File: config.mk
export PLATFORM = sky130hd
export DESIGN_NAME = buff_sched_flat
export DESIGN_NICKNAME = d
export VERILOG_FILES = /design/src/rtl/buff_sched_if.sv /design/src/rtl/buff_sched.sv /design/src/flat_wrapper.sv
export SDC_FILE = /design/constraint.sdc
export NUM_CORES = 1
export LEC_CHECK = 0
export CORE_MARGIN = 4
export CORE_UTILIZATION = 40
export CTS_BUF_LIST = sky130_fd_sc_hd__clkbuf_16
export CTS_CLUSTER_DIAMETER = 40
export DETAILED_ROUTE_END_ITERATION = 7
export GPL_ROUTABILITY_DRIVEN = 0
export PLACE_DENSITY_LB_ADDON = 0.1
export SETUP_SLACK_MARGIN = 0.02
export SLEW_MARGIN = 10
export SYNTH_ARGS = -nofsm -noshare
export SYNTH_HDL_FRONTEND = slang
export SYNTH_SLANG_ARGS = --single-unit
File: constraint.sdc
create_clock -name clk -period 4 [get_ports clk]
set_input_delay 1 -clock clk [delete_from_list [all_inputs] [get_ports clk]]
set_output_delay 1 -clock clk [all_outputs]
set_load 0.02 [all_outputs]
File: src/rtl/buff_sched_if.sv
// Request/strobe bundle between requesters, the scheduler and the buffer.
// master drives requests; slave is the scheduler.
interface buff_sched_if #(
    parameter int BITDATA = 4,
    parameter int NUMFIFO = 8
);
    localparam int BITFIFO = $clog2(NUMFIFO);

    logic               buf_ready;
    logic               in_push_vld;
    logic [BITFIFO-1:0] in_push_prt;
    logic [BITDATA-1:0] in_push_din;
    logic               in_push_rdy;
    logic               in_pop_vld;
    logic [BITFIFO-1:0] in_pop_prt;
    logic               in_pop_rdy;
    logic               push;
    logic [BITFIFO-1:0] pu_prt;
    logic [BITDATA-1:0] pu_din;
    logic               pop;
    logic [BITFIFO-1:0] po_prt;
    logic               rsp_vld;
    logic [BITFIFO-1:0] rsp_prt;
    logic [NUMFIFO-1:0] full;
    logic [NUMFIFO-1:0] empty;

    modport master (
        output buf_ready, in_push_vld, in_push_prt, in_push_din,
        output in_pop_vld, in_pop_prt,
        input  in_push_rdy, in_pop_rdy, push, pu_prt, pu_din,
        input  pop, po_prt, rsp_vld, rsp_prt, full, empty
    );

    modport slave (
        input  buf_ready, in_push_vld, in_push_prt, in_push_din,
        input  in_pop_vld, in_pop_prt,
        output in_push_rdy, in_pop_rdy, push, pu_prt, pu_din,
        output pop, po_prt, rsp_vld, rsp_prt, full, empty
    );
endinterface

File: src/rtl/buff_sched.sv
// Push/pop scheduler for the multi-FIFO buffer: shadow counts gate
// illegal ops; pop tags are delayed to meet the buffer's data out.
module buff_sched #(
    parameter int NUMELEM   = 4,
    parameter int BITDATA   = 4,
    parameter int NUMFIFO   = 8,
    parameter int POP_DELAY = 2
) (
    input  logic        clk,
    input  logic        rst,
    buff_sched_if.slave bus
);
    localparam int BITELEM = $clog2(NUMELEM);
    localparam int BITFIFO = $clog2(NUMFIFO);
    localparam logic [BITELEM:0] CNT_MAX = (BITELEM+1)'(NUMELEM);
    localparam logic [BITFIFO:0] PRT_LIM = (BITFIFO+1)'(NUMFIFO);

    typedef enum logic {WAIT, RUN} state_t;

    state_t             state;
    state_t             state_nxt;
    logic [BITELEM:0]   cnt [NUMFIFO];
    logic [BITELEM:0]   push_cnt;
    logic [BITELEM:0]   pop_cnt;
    logic [BITFIFO:0]   push_ix;
    logic [BITFIFO:0]   pop_ix;
    logic               push_ok;
    logic               pop_ok;
    logic [NUMFIFO-1:0] inc;
    logic [NUMFIFO-1:0] dec;
    logic               rsp_v [POP_DELAY];
    logic [BITFIFO-1:0] rsp_p [POP_DELAY];

    always_ff @(posedge clk) begin
        if (rst) state <= WAIT;
        else     state <= state_nxt;
    end

    // Legality is judged on the registered (pre-cycle) count only.
    assign push_ix  = {1'b0, bus.in_push_prt};
    assign pop_ix   = {1'b0, bus.in_pop_prt};
    assign push_cnt = cnt[bus.in_push_prt];
    assign pop_cnt  = cnt[bus.in_pop_prt];
    assign push_ok  = (push_ix < PRT_LIM) && (push_cnt < CNT_MAX);
    assign pop_ok   = (pop_ix < PRT_LIM) && (pop_cnt != '0);

    always_comb begin
        state_nxt       = state;
        bus.in_push_rdy = 1'b0;
        bus.in_pop_rdy  = 1'b0;
        unique case (state)
            WAIT: if (bus.buf_ready) state_nxt = RUN;
            RUN: begin
                bus.in_push_rdy = bus.buf_ready && push_ok;
                bus.in_pop_rdy  = bus.buf_ready && pop_ok;
            end
        endcase
    end

    assign bus.push   = bus.in_push_vld && bus.in_push_rdy;
    assign bus.pu_prt = bus.in_push_prt;
    assign bus.pu_din = bus.in_push_din;
    assign bus.pop    = bus.in_pop_vld && bus.in_pop_rdy;
    assign bus.po_prt = bus.in_pop_prt;

    always_comb begin
        inc = '0;
        dec = '0;
        if (bus.push) inc[bus.pu_prt] = 1'b1;
        if (bus.pop)  dec[bus.po_prt] = 1'b1;
    end

    always_ff @(posedge clk) begin
        for (int i = 0; i < NUMFIFO; i++) begin
            if (rst)                    cnt[i] <= '0;
            else if (inc[i] && !dec[i]) cnt[i] <= cnt[i] + 1'b1;
            else if (dec[i] && !inc[i]) cnt[i] <= cnt[i] - 1'b1;
        end
    end

    always_comb begin
        for (int i = 0; i < NUMFIFO; i++) begin
            bus.full[i]  = (cnt[i] == CNT_MAX);
            bus.empty[i] = (cnt[i] == '0);
        end
    end

    // Tag pipeline mirrors the buffer's pop-to-data latency.
    always_ff @(posedge clk) begin
        if (rst) begin
            for (int i = 0; i < POP_DELAY; i++) begin
                rsp_v[i] <= 1'b0;
                rsp_p[i] <= '0;
            end
        end else begin
            rsp_v[0] <= bus.pop;
            rsp_p[0] <= bus.po_prt;
            for (int i = 1; i < POP_DELAY; i++) begin
                rsp_v[i] <= rsp_v[i-1];
                rsp_p[i] <= rsp_p[i-1];
            end
        end
    end

    assign bus.rsp_vld = rsp_v[POP_DELAY-1];
    assign bus.rsp_prt = rsp_p[POP_DELAY-1];
endmodule

File: src/flat_wrapper.sv
// flat-port wrapper written by rule: the top's interface ports become plain ports
module buff_sched_flat 
#(
    parameter int NUMELEM   = 4,
    parameter int BITDATA   = 4,
    parameter int NUMFIFO   = 8,
    parameter int POP_DELAY = 2
)
  (clk, rst, bus_buf_ready, bus_in_push_vld, bus_in_push_prt, bus_in_push_din, bus_in_pop_vld, bus_in_pop_prt, bus_in_push_rdy, bus_in_pop_rdy, bus_push, bus_pu_prt, bus_pu_din, bus_pop, bus_po_prt, bus_rsp_vld, bus_rsp_prt, bus_full, bus_empty);
  buff_sched_if #(.BITDATA(BITDATA), .NUMFIFO(NUMFIFO)) bus_i ();
  input  logic clk;
  input  logic rst;
  input wire logic [$bits(bus_i.buf_ready)-1:0] bus_buf_ready;
  input wire logic [$bits(bus_i.in_push_vld)-1:0] bus_in_push_vld;
  input wire logic [$bits(bus_i.in_push_prt)-1:0] bus_in_push_prt;
  input wire logic [$bits(bus_i.in_push_din)-1:0] bus_in_push_din;
  input wire logic [$bits(bus_i.in_pop_vld)-1:0] bus_in_pop_vld;
  input wire logic [$bits(bus_i.in_pop_prt)-1:0] bus_in_pop_prt;
  output wire logic [$bits(bus_i.in_push_rdy)-1:0] bus_in_push_rdy;
  output wire logic [$bits(bus_i.in_pop_rdy)-1:0] bus_in_pop_rdy;
  output wire logic [$bits(bus_i.push)-1:0] bus_push;
  output wire logic [$bits(bus_i.pu_prt)-1:0] bus_pu_prt;
  output wire logic [$bits(bus_i.pu_din)-1:0] bus_pu_din;
  output wire logic [$bits(bus_i.pop)-1:0] bus_pop;
  output wire logic [$bits(bus_i.po_prt)-1:0] bus_po_prt;
  output wire logic [$bits(bus_i.rsp_vld)-1:0] bus_rsp_vld;
  output wire logic [$bits(bus_i.rsp_prt)-1:0] bus_rsp_prt;
  output wire logic [$bits(bus_i.full)-1:0] bus_full;
  output wire logic [$bits(bus_i.empty)-1:0] bus_empty;
  assign bus_i.buf_ready = bus_buf_ready;
  assign bus_i.in_push_vld = bus_in_push_vld;
  assign bus_i.in_push_prt = bus_in_push_prt;
  assign bus_i.in_push_din = bus_in_push_din;
  assign bus_i.in_pop_vld = bus_in_pop_vld;
  assign bus_i.in_pop_prt = bus_in_pop_prt;
  assign bus_in_push_rdy = bus_i.in_push_rdy;
  assign bus_in_pop_rdy = bus_i.in_pop_rdy;
  assign bus_push = bus_i.push;
  assign bus_pu_prt = bus_i.pu_prt;
  assign bus_pu_din = bus_i.pu_din;
  assign bus_pop = bus_i.pop;
  assign bus_po_prt = bus_i.po_prt;
  assign bus_rsp_vld = bus_i.rsp_vld;
  assign bus_rsp_prt = bus_i.rsp_prt;
  assign bus_full = bus_i.full;
  assign bus_empty = bus_i.empty;
  buff_sched #(.NUMELEM(NUMELEM), .BITDATA(BITDATA), .NUMFIFO(NUMFIFO), .POP_DELAY(POP_DELAY)) u_core (.clk(clk), .rst(rst), .bus(bus_i));
endmodule
Word-level counts from Yosys, hierarchy flattened

Memory sizes are Yosys's and may differ from the RTL's.
Index checks and enable logic that the tools add are counted.

Flip-flop bits (word level): 1
Word-level logic and storage cells: 193
RAM bits: 32
ROM bits: 0
Output and inout port bits: 34
Bits of input ports: 15
Memories kept: 3
Latch bits: 0

Memory list:

| name         | depth | width | read ports | clocked after memory_dff | wr ports | line             | RTL |
|---|---|---|---|---|---|---|---|
| u_core.cnt   | 8     | 3     | 10         | 0                        | 8        | buff_sched.sv:22 | `logic [BITELEM:0] cnt [NUMFIFO];` |
| u_core.rsp_p | 2     | 3     | 2          | 0                        | 2        | buff_sched.sv:32 | `logic [BITFIFO-1:0] rsp_p [POP_DELAY];` |
| u_core.rsp_v | 2     | 1     | 2          | 0                        | 2        | buff_sched.sv:31 | `logic rsp_v [POP_DELAY];` |

Multiplexer cells: 89
Shift-type cells: 0
Add/sub/neg operators: 16
Div/mod/pow operators: 0
Equal/unequal tests: 8
Multiply operators: 0
Bitwise logic cells: 20
Reductions and logical operators: 49
Magnitude comparators: 7

Operators by type and width:

| operator              | count |
|---|---|
| $mux W1               | 67 |
| $mux W3               | 18 |
| $add A3 B1 Y3 const B | 8 |
| $eq A3 B3 Y1 const B  | 8 |
| $logic_and A1 B1 Y1   | 24 |
| $logic_not A3 Y1      | 8 |
| $sub A3 B1 Y3 const B | 8 |
| $or A1 B1 Y1          | 20 |
| $logic_not A1 Y1      | 16 |
| $lt A3 B4 Y1 const B  | 4 |
| $mux W8               | 2 |
| $demux W1 S3          | 2 |
| $ge A3 B1 Y1 const B  | 2 |
| $lt A3 B3 Y1 const B  | 1 |
| $reduce_bool A3 Y1    | 1 |

Logic depth before layout (Yosys ltp)

An unclocked memory read counts as a cell.

Word-level depth: 14
Depth in mapped cells: 11
Mapped depth without buffers: 10

Least setup slack after synthesis

Ideal clock, no wire load.

Kind: input to output
Start point: in bus_in_push_prt[2]
End point: out bus_push
Arrival time: 2.607 ns
Stages on the path: 5
Path slack: 0.393 ns
Required time: 3.000 ns
Path buffers: 1
Path through: clkbuf_1 -> mux2i_1 -> o211ai_1 -> a221oi_1 -> and2_1

Longest elaborated chain between the ends: 6
Elaborated cells on any way between the ends: 7
Classes of those cells: 2 x order compare; 1 x mux; 3 x reduce/logical; 1 x memory

RTL lines:

| what                      | line               | RTL |
|---|---|---|
| start: declaration        | flat_wrapper.sv:15 | `input wire logic [$bits(bus_i.in_push_prt)-1:0] bus_in_push_prt;` |
| $mem_v2 Z8 W3             | --                 |  |
| $lt A3 B3 Y1              | buff_sched.sv:44   | `assign push_ok = (push_ix < PRT_LIM) && (push_cnt < CNT_MAX);` |
| $logic_and A1 B1 Y1 (*)   | buff_sched.sv:44   |  |
| $logic_and A1 B1 Y1 (*)   | buff_sched.sv:54   | `bus.in_push_rdy = bus.buf_ready && push_ok;` |
| $mux W1 (*)               | buff_sched.sv:51   | `unique case (state)` |
| named net bus_in_push_rdy | flat_wrapper.sv:19 | `output wire logic [$bits(bus_i.in_push_rdy)-1:0] bus_in_push_rdy;` |
| $logic_and A1 B1 Y1 (*)   | buff_sched.sv:60   | `assign bus.push = bus.in_push_vld && bus.in_push_rdy;` |
| end: declaration          | flat_wrapper.sv:21 | `output wire logic [$bits(bus_i.push)-1:0] bus_push;` |

The timed path passes the listed nets; every way through them passes the cells marked *.

Worst setup path after layout

Start point: in bus_in_push_prt[0]
End point: out bus_push

Longest elaborated chain between the ends: 6
Elaborated cells on any way between the ends: 7
Classes of those cells: 2 x order compare; 1 x mux; 3 x reduce/logical; 1 x memory

RTL lines:

| what                    | line |
|---|---|
| $mem_v2 Z8 W3           | -- |
| $lt A3 B3 Y1            | buff_sched.sv:44 |
| $logic_and A1 B1 Y1 (*) | buff_sched.sv:44 |
| $logic_and A1 B1 Y1 (*) | buff_sched.sv:54 |
| $mux W1 (*)             | buff_sched.sv:51 |
| $logic_and A1 B1 Y1 (*) | buff_sched.sv:60 |

Every way passes the cells marked *; elsewhere a longest branch is shown, timed or not.

==> reports/metrics.yaml <==
route:
  route.vias.total: 2122
  detail_route.wl_per_cell_um: 15.1
  wl_um: 6100
  vias_per_cell: 5.27
  drt_iter0_markers: 114
  drtPass1Iterations: 4
  drc: 0
  final_antenna_net_count: 0
cts:
  clock-root-buffer: "clkbuf_16"
  clock_path_buffers: 2
  numCtsBuffers: 5
  cts-hold-fix-buffers: 0
  clock-sinks: 33
  htreeDepth: 2
  clk_latency_ns: 0.27
  tritoncts: "done"
  clk_pin_slew_ns: 0.06
final_layout:
  fin_nets: 364
  diodes: 0
  drive_gt1_share_pct: 15.5
  syn_to_final_growth_pct: 29.4
  fin_area_um2: 3320
timing:
  setup_viol: 0
  fin_tns_setup_ns: 0
  slew_violations: 0
  rsz0062_at_grt: "false"
  skew_ns: 0.00406
  tightest_slew_ns: 0.834
  slew-limit-headroom_pct: 43.9
  fin_crit_sh_pct: 96.2
  finalHoldViolCount: 0
  finalCriticalPeriod_ns: 3.85
  max_freq_ghz: 0.260
global_route:
  grt_util_met1_pct: 21.9
  grt_pass1_wl_um: 10000
  grt-ovfl-total: 0
  first_global_vias: 2089
  met2_usage_pct: 28.4
  grt-busiest-layer: "met2"
  track_usage_pct: 16.7
  grt_max_degree: 41
  use_met3_pct: 3.48
  antenna_found_initial: 0
synthesis:
  yosys.area.top_type_share_pct: 28.0
  synth_cells: 276
  syn_nets: 313
  ys_top_cells_by_area: "edfxtp_1, ha_1, dfxtp_1, buf_4, nor2b_1"
  syn_area_per_cell_um2: 9.31
  ys_types: 50
  ys.warnings.count: 0
  synth_edf_count: 24
  synth_seq_cells: 33
  async_flop_share_pct: 0
  ys_seq_area_share_pct: 35.1
  synth_largest_area_cell: "edfxtp_1"
  syn-cell-area_um2: 2570
  synth_ff_type: "edfxtp_1"
die:
  ios: 49
  die_area_um2: 7770
  fp.dieW_um: 88.2
  start_util_pct: 42.4
  die_h_um: 88.2
  row_count: 28
  core_area_um2: 6060
placement:
  dpl-instance-area_um2: 3140
  hpwlAfterDp_um: 4710
  portBuffers: 40
critical_path:
  cp-end-kind: "output port"
  r2r-end: "u_core.cnt[4][2]"
  r2r_setup_slack_ns: 1.25
  required_ns: 3.00
  cp-start-kind: "primary input"
  cp_data_arrival_time_ns: 2.85
  worstSetupPathType: "primary input to output port"
  cp_max_fo: 7
  reg2reg_depth: 11
  timing.rr.start: "u_core.cnt[6][2]"
hold_path:
  hp-class: "flop to flop"
  hold_start: "u_core.rsp_v[0][0]"
  min_to: "u_core.rsp_v[0][1]"
  hold_path_depth: 1
power:
  pwr_density_cell_nw_per_um2: 305
  leakage_nw: 1.26
  ir_drop_v: 0.000512
run_status:
  outcome: "complete, no violations"
flow_run:
  drv_cap: 0
==> how the worst max path moves through the flow <==
stage	from	endpoint	slack, ns	depth (start not counted)
after floorplan	bus_in_push_prt[2]	bus_push	0.39	5
after global placement	bus_in_pop_prt[0]	bus_pop	-0.35	7
after detailed placement	bus_in_pop_prt[0]	bus_pop	-0.39	7
after CTS	bus_in_pop_prt[1]	bus_pop	0.03	8
after global routing	bus_in_push_prt[0]	bus_push	0.05	6
final	bus_in_push_prt[0]	bus_push	0.15	6
==> cell usage in the layout (no fill, tap or decap), types with 9 or more instances in the layout <==
cell type / count
a21oi_1: 14
buf_4: 26
clkdlybuf4s50_1: 36
dfxtp_1: 9
edfxtp_1: 24
ha_1: 21
inv_1: 21
nand2_1: 12
nand2b_1: 12
nand3_1: 10
nor2_1: 19
nor2b_1: 14
nor3_1: 14
==> per-layer routing <==
| metal | vias up | part of all wire [%] |
|---|---|---|
| met3 | 2 | 3.9 |
| li1 | 1074 | - |
| met5 | - | 0 |
| met2 | 44 | 49 |
| met1 | 1002 | 47 |
| met4 | 0 | 0.38 |
==> flip-flops by register name, indices dropped and copies added, names as in the netlist <==
register	count
u_core.rsp_p	6
u_core.cnt	24
u_core.state	1
u_core.rsp_v	2
==> report_power, final <==
part           leakage [nW]  switching [W]  total (W)  internal, W
Clock                0.0902       0.000141   0.000446     0.000305
Sequential            0.323      0.0000155   0.000396     0.000380
Combinational         0.844      0.0000891   0.000172    0.0000828
==> worst max-delay path: stages <==
cell and delay [ns]:
clkdlybuf4s50_1 0.53, nand2b_1 0.15, o221ai_1 0.14, a221oi_2 0.27, and2_1 0.15, clkdlybuf4s50_1 0.59
==> stage by stage <==
stage / utilization [%] / total power (W) / cells / worst slack (ns) / hold WS (ns)
6_report: 54.9 / 0.00101 / 403 / 0.152 / 0.435
4_1_cts: 54.7 / 0.00102 / 403 / 0.0258 / 0.438
3_5_place_dp: 51.7 / 0.000574 / 395 / -0.392 / 0.420
3_3_place_gp: 51.7 / 0.000571 / 395 / -0.355 / 0.419
2_1_floorplan: - / 0.000502 / 276 / 0.393 / 0.414
5_1_grt: 54.9 / 0.00105 / 403 / 0.0478 / 0.457
==> Yosys cell counts, types with 6 or more instances <==
cell / count
a21oi_1: 14
and2_1: 8
buf_4: 15
clkbuf_1: 7
dfxtp_1: 9
edfxtp_1: 24
ha_1: 21
inv_1: 21
nand2_1: 12
nand2b_1: 12
nand3_1: 10
nand3b_1: 8
nor2_1: 19
nor2b_1: 14
nor3_1: 14
or3_1: 6
xnor2_1: 6
xor2_1: 6
==> timing repair <==
item	CTS	global route
gates resized for setup	6	7
pin swaps	0	2
endpoints found under the setup margin	4	3
endpoints found under the hold margin	0	0
buffers inserted	0	0
==> cell type report <==
| type | instances | area, um^2 |
|---|---|---|
| Timing Repair Buffer | 67 | 603 |
| Inverter | 21 | 78.8 |
| Clock buffer | 7 | 175 |
| Fill cell | 560 | 2740 |
| Clock inverter | 1 | 5.00 |
| Tap cell | 75 | 93.8 |
| Multi-Input combinational cell | 199 | 1470 |
| Sequential cell | 33 | 901 |
==> cells by family (layout without fill, tap and decap cells) <==
kind of cell               after synthesis  count (layout)  synth area share [%]
xor gates and xnor gates                12              12                  4.09
adders and majority gates               22              22                  11.0
DFF                                     33              33                  35.1
muxes                                    7               7                  3.26
buffers and inverters                   44              96                  8.67
AOI/OAI and AO/OA                       34              34                  10.1
and+or+nand+nor                        124             124                  27.8
Power figures use the tool's default switching activity.
